==> src/rtl/mem_read_arbiter.sv <==
// mem_read_arbiter: two requesters share one memory read port through an IDLE/READ/WAIT FSM.
// Define ARB_ROUND_ROBIN_EN for round-robin tie-breaking; otherwise port 0 has fixed priority.
module mem_read_arbiter #(
    parameter int unsigned AW = 32
) (
    input  logic          clk,
    input  logic          resetn,
    input  logic          m0_req,
    input  logic [AW-1:0] m0_addr,
    output logic [31:0]   m0_rdata,
    output logic          m0_rvalid,
    input  logic          m1_req,
    input  logic [AW-1:0] m1_addr,
    output logic [31:0]   m1_rdata,
    output logic          m1_rvalid,
    output logic [AW-1:0] mem_addr,
    output logic          mem_rstrb,
    input  logic [31:0]   mem_rdata,
    output logic          busy
);

    localparam int unsigned DW = 32;

    typedef enum logic [1:0] {
        IDLE = 2'd0,
        READ = 2'd1,
        WAIT = 2'd2
    } state_e;

    state_e          state_q, state_d;
    logic            gnt_q, gnt_d;
    logic [AW-1:0]   mem_addr_q, mem_addr_d;
    logic            mem_rstrb_q, mem_rstrb_d;
    logic [DW-1:0]   m0_rdata_q, m0_rdata_d;
    logic [DW-1:0]   m1_rdata_q, m1_rdata_d;
    logic            m0_rvalid_q, m0_rvalid_d;
    logic            m1_rvalid_q, m1_rvalid_d;
    logic            busy_q, busy_d;
    logic            win_c;

`ifdef ARB_ROUND_ROBIN_EN
    logic            last_q, last_d;

    // On a tie the port not granted last wins; a lone request always wins.
    assign win_c = (m0_req && m1_req) ? ~last_q : ~m0_req;
`else
    assign win_c = ~m0_req;
`endif

    // Next-state and registered-output logic.
    always_comb begin
        state_d     = state_q;
        gnt_d       = gnt_q;
        mem_addr_d  = mem_addr_q;
        mem_rstrb_d = 1'b0;
        m0_rdata_d  = m0_rdata_q;
        m1_rdata_d  = m1_rdata_q;
        m0_rvalid_d = 1'b0;
        m1_rvalid_d = 1'b0;
`ifdef ARB_ROUND_ROBIN_EN
        last_d      = last_q;
`endif
        case (state_q)
            IDLE: begin
                if (m0_req || m1_req) begin
                    gnt_d       = win_c;
                    mem_addr_d  = win_c ? m1_addr : m0_addr;
                    mem_rstrb_d = 1'b1;
                    state_d     = READ;
`ifdef ARB_ROUND_ROBIN_EN
                    last_d      = win_c;
`endif
                end
            end
            READ: begin
                state_d = WAIT;
            end
            WAIT: begin
                state_d = IDLE;
                if (gnt_q) begin
                    m1_rdata_d  = mem_rdata;
                    m1_rvalid_d = 1'b1;
                end else begin
                    m0_rdata_d  = mem_rdata;
                    m0_rvalid_d = 1'b1;
                end
            end
            default: begin
                state_d = IDLE;
            end
        endcase
        busy_d = (state_d != IDLE);
    end

    // State and output registers; reset abandons any in-flight read.
    always_ff @(posedge clk or negedge resetn) begin
        if (!resetn) begin
            state_q     <= IDLE;
            gnt_q       <= 1'b0;
            mem_addr_q  <= '0;
            mem_rstrb_q <= 1'b0;
            m0_rdata_q  <= '0;
            m1_rdata_q  <= '0;
            m0_rvalid_q <= 1'b0;
            m1_rvalid_q <= 1'b0;
            busy_q      <= 1'b0;
`ifdef ARB_ROUND_ROBIN_EN
            last_q      <= 1'b1;
`endif
        end else begin
            state_q     <= state_d;
            gnt_q       <= gnt_d;
            mem_addr_q  <= mem_addr_d;
            mem_rstrb_q <= mem_rstrb_d;
            m0_rdata_q  <= m0_rdata_d;
            m1_rdata_q  <= m1_rdata_d;
            m0_rvalid_q <= m0_rvalid_d;
            m1_rvalid_q <= m1_rvalid_d;
            busy_q      <= busy_d;
`ifdef ARB_ROUND_ROBIN_EN
            last_q      <= last_d;
`endif
        end
    end

    assign m0_rdata  = m0_rdata_q;
    assign m1_rdata  = m1_rdata_q;
    assign m0_rvalid = m0_rvalid_q;
    assign m1_rvalid = m1_rvalid_q;
    assign mem_addr  = mem_addr_q;
    assign mem_rstrb = mem_rstrb_q;
    assign busy      = busy_q;

endmodule

==> config.mk <==
export PLATFORM = sky130hd
export DESIGN_NAME = mem_read_arbiter
export DESIGN_NICKNAME = d
export VERILOG_FILES = /design/src/rtl/mem_read_arbiter.sv
export SDC_FILE = /design/constraint.sdc
export NUM_CORES = 1
export LEC_CHECK = 0
export ABC_AREA = 1
export BUFFER_PORTS_ARGS = -buffer_cell sky130_fd_sc_hd__buf_2
export CAP_MARGIN = 30
export CORE_ASPECT_RATIO = 1.75
export CORE_MARGIN = 2
export CORE_UTILIZATION = 50
export DETAILED_ROUTE_END_ITERATION = 8
export PLACE_DENSITY = 0.84
export SETUP_SLACK_MARGIN = 0.4
export SYNTH_ARGS = -nofsm -noshare
export SYNTH_HDL_FRONTEND = slang
export SYNTH_SLANG_ARGS = --single-unit
==> constraint.sdc <==
create_clock -name clk -period 1.7 [get_ports clk]
set_input_delay 0.17 -clock clk [delete_from_list [all_inputs] [get_ports clk]]
set_output_delay 0.17 -clock clk [all_outputs]
set_load 0.02 [all_outputs]
Word-level counts from Yosys, hierarchy flattened
Cells that the tools add are included.
{"block": "classes", "n_eq_ne": 2, "n_reduce_logical": 6, "bitwise_logic": 2, "muxes": 9}
{"operator": "2-to-1 mux 32 bit", "count": 1}
{"operator": "2-to-1 mux 1 bit", "count": 6}
{"operator": "AND reduction 2 bit", "count": 3}
{"operator": "one-hot mux 2 bit (2 select lines)", "count": 1}
{"operator": "== test 2 x 1 -> 1 bit, second input constant", "count": 1}
{"operator": "== test 2 bit, second input constant", "count": 1}
{"operator": "zero test 2 bit", "count": 1}
{"operator": "2-to-1 mux 2 bit", "count": 1}
{"operator": "NOT 1 bit", "count": 2}
{"operator": "nonzero test 2 bit", "count": 1}
{"operator": "logical OR 1 bit", "count": 1}
{"block": "totals", "inputBits": 100, "out_inout_bits": 100, "regBits": 103, "elab_cells": 28}

Longest topological paths before layout
{"block": "logic_depth", "word_depth": 4, "depth_mapped": 7, "ltp_nobuf": 5}

Worst setup path after synthesis
OpenSTA, ideal clock, no wires.
{"block": "synth_timing", "path_kind": "register -> register", "start": "register state_q[1]", "end": "register mem_addr_q[0], in the netlist mem_addr[0]", "t_required_ns": 1.584, "arrival_ns": 0.989, "path_stages_with_launch": 7, "setup_time_ns": 0.116, "synth_period_minus_slack_ns": 1.106, "path_slack_ns": 0.594, "n_path_buf": 2, "path_cell_list": "dfrtp_1 buf_4 nor2_2 nand2_2 buf_2 nand2_1 nand2_1"}
{"block": "synth_via", "elab_chain_cells": 2}
{"element": "from (decl)", "line": "30", "text": "state_e state_q, state_d;"}
{"element": "from (signal assigned)", "line": "111", "text": "state_q <= state_d;"}
{"element": "zero test 2 bit", "line": "63", "text": "case (state_q)"}
{"element": "AND reduction 2 bit (no line)"}
{"element": "to (signal assigned)", "line": "113", "text": "mem_addr_q <= mem_addr_d;"}
{"element": "to (decl)", "line": "32", "text": "logic [AW-1:0] mem_addr_q, mem_addr_d;"}
Every way passes these cells.
A chain may end at the register's enable or synchronous reset.

Worst setup path after layout
{"block": "layout_timing", "start": "register state_q[0]", "end": "register m0_rdata_q[18], in the netlist m0_rdata[18]"}
{"block": "layout_via", "elab_chain_cells": 2}
{"element": "== test 2 bit", "line": "63"}
{"element": "AND reduction 2 bit (no line)"}
{"element": "to (signal assigned)", "line": "115", "text": "m0_rdata_q <= m0_rdata_d;"}
{"element": "to (decl)", "line": "34", "text": "logic [DW-1:0] m0_rdata_q, m0_rdata_d;"}
Every way passes these cells.

==> impl_results.md <==
- Layout cells sized above 1: about 32%
- CTS tree: done
- Clock root cell: clkbuf_16
- Initial antenna violation count: 2
- Die width: about 75 um
- Synth area leaders: dfrtp_1 58%, nand2_1 30%, nand4_1 4.5%
- Final ANT Viol Nets: 0
- Area growth syn-to-layout: 31.6%
- Vias in the first global route: 4103
- Tcrit/Tclk final: 72.8%
- Final Skew: 7.36 ps
- Detailed Route WL: roughly 12000 um
- Crit-path max FO: 33
- Max-slew violation count: 0
- Ys Warns: 0
- Worst-Skew Late Latency: ~330 ps
- Power Total: 0.0115 W
- Initial core utilization: 51.3%
- Hold Worst Slack: 44.8 ps
- Area fraction of the dominant cell type after synthesis: 58.3%
- Seq/Total Area, Yosys: around three fifths
- Worst slack at placement: 244 ps
- Mean Syn Cell Area: 8.18 um2
- CTS clk-pin slew, worst paths: 70 ps
- Hold Path Class: input port to flip-flop
- Lkg Pwr: about 3.5 nW
- Gate Count Post-Synth: between 500 and 600
- Relative slew slack: 70.0%
- Die area: 0.00963 mm2
- Port Buffers: 199
- Total gr overflow: 0
- Synth cell types: 19
- First-pass GRT wire length: roughly 18000 um
- Core ar.: 0.00861 mm2
- Max Fclk: 808 MHz
- #FFs+latches synth: approximately 100
- R2R Setup Slk: ~460 ps
- DR pass1 iterations: 4
- Power Density: 1970 mW/mm2
- Nets: 833
- # rows: 45
- Status: finished clean
- Die height: 128 um
- Num CTS Buffers: 9
- Routed len/inst: 13.7 um
- Multi-input gate area: 0.00165 mm2
- Mapped Nets: 640
- Placed Instances: 835
- Fin crit period: roughly 1200 ps
- Clock buffer depth: 2
- Overall global routing resource usage: approximately 25%
- Crit. End Element: flip-flop
- CTS Sinks: 103
- Max-capacitance violation count: 0
- Vias per cell: 4.93
- Setup TNS: 0 ps
- Pin count of the biggest net entering global routing: 54
- Crit path kind: flip-flop to flip-flop
- Final Hold Vio Count: 0
- Vias: 4224
- Unrepaired setup endpoints after global routing: true
- Setup violations, final: 0
- Placer Congestion: 0.840
- Data arrival time of the worst path: 1510 ps
- CP startpoint kind: flip-flop
- Worst EP required: about 2000 ps
- Post-route DRC: 0
- Mapped cell area: 0.00442 mm2
- Fill count: 728
- Placed wire-length estimate: 8430 um
- Sequential cell area: 0.00258 mm2
- Final cell count without fillers: 856
- Yosys top cell by area: dfrtp_1
- Initial DRC Count: 228
- Max IR drop VDD: between 0.9 and 1 mV
- Depth of the CTS H-tree: 3
- Slew at the pin closest to its max-slew limit: 450 ps
- Worst Slack Setup Final: roughly 460 ps
- Top-level I/O count: 200
[Yosys cell counts]
cell,n
a21oi_1,1
buf_1,1
buf_2,18
buf_4,7
buf_6,3
clkbuf_1,3
dfrtp_1,103
inv_1,3
inv_2,3
inv_4,1
nand2_1,355
nand2_2,1
nand2_4,1
nand3_1,1
nand3_2,2
nand4_1,32
nor2_1,2
nor2_2,2
nor2_8,1
[final cells by class]
type,count,area share (%)
Timing Repair Buffer,212,19.4
Clock inverter,3,0.344
Clock buffer,12,4.24
Inverter,7,0.624
Timing Repair inverter,1,0.0861
Sequential cell,103,44.4
Tap cell,117,2.52
Antenna cell,2,0.0861
Multi-Input combinational cell,399,28.3
[metal layers]
| layer | track usage [%] | wire length (um) |
|---|---|---|
| met1 | 28.1 | 4440 |
| met4 | 11.7 | 402 |
| met3 | 6.34 | 716 |
| met5 | 0 | 0 |
| met2 | 42.0 | 6160 |
[cell usage in the layout (no fill, tap or decap)]
cell type / n
inv_6: 1
dfrtp_1: 101
inv_2: 2
clkbuf_1: 2
nand4_1: 32
buf_4: 10
a21oi_1: 1
nand2_4: 1
clkinv_4: 1
nor2_1: 2
buf_12: 2
nand3_2: 2
nand2_1: 355
clkinv_2: 2
nand2_8: 1
buf_8: 1
inv_1: 3
nand3_1: 1
nor2_2: 2
diode_2: 2
nor2_4: 1
clkinvlp_4: 2
dlygate4sd3_1: 1
clkbuf_8: 1
buf_2: 198
nor2_8: 1
dfrtp_2: 2
clkbuf_16: 9
[state kept, by name (all words and copies together), names as in the netlist]
signal	count
busy	1
mem_addr	32
m0_rvalid	1
m1_rdata	32
m0_rdata	32
gnt_q	1
state_q	2
m1_rvalid	1
mem_rstrb	1
[worst max-delay path, stage by stage (launching register included)]
cell and delay, ps:
dfrtp_2 440, clkinv_4 130, nand3_2 80, buf_4 330, nand2_1 110, nand2_1 80
[report_power, final]
part	total (W)	internal, W	switching [W]
sequential	0.00434	0.00364	0.000700
clock	0.00185	0.00102	0.000830
combinational	0.00526	0.00169	0.00357
total	0.0115	0.00635	0.00510
[cell families (layout without fill, tap and decap cells)]
logic type             Yosys count  in the layout  synth area share [%]
AOI/OAI and AO/OA                1              1                 0.113
other                            0              2                     0
buffers and inverters           39            235                  4.98
DFF                            103            103                  58.3
and+or+nand+nor                397            398                  36.6
[through the flow]
step	util, %	instance area, um2
after floorplan	-	4420
after global placement	63.5	5470
after detailed placement	63.5	5470
after CTS	67.0	5770
after global routing	67.5	5810
final	67.5	5820
[final timing paths]
check                                   start           end  depth (start not counted)
worst max-delay path               state_q[0]  m0_rdata[18]                          5
worst min-delay path            mem_rdata[28]  m1_rdata[28]                          3
worst max register to register     state_q[0]  m0_rdata[18]                          5
worst min register to register   m0_rdata[15]  m0_rdata[15]                          2
max in group asynchronous              resetn    state_q[1]                          3
min in group asynchronous              resetn  m1_rdata[26]                          2
[timing repair]
item	CTS	global route
hold buffers	1	0
setup endpoints to repair	66	36
buffers inserted	0	1
pin swaps	0	1
hold endpoints to repair	32	0
cloned	1	1
gates resized for setup	6	4
(Power assumes the default switching activity.)
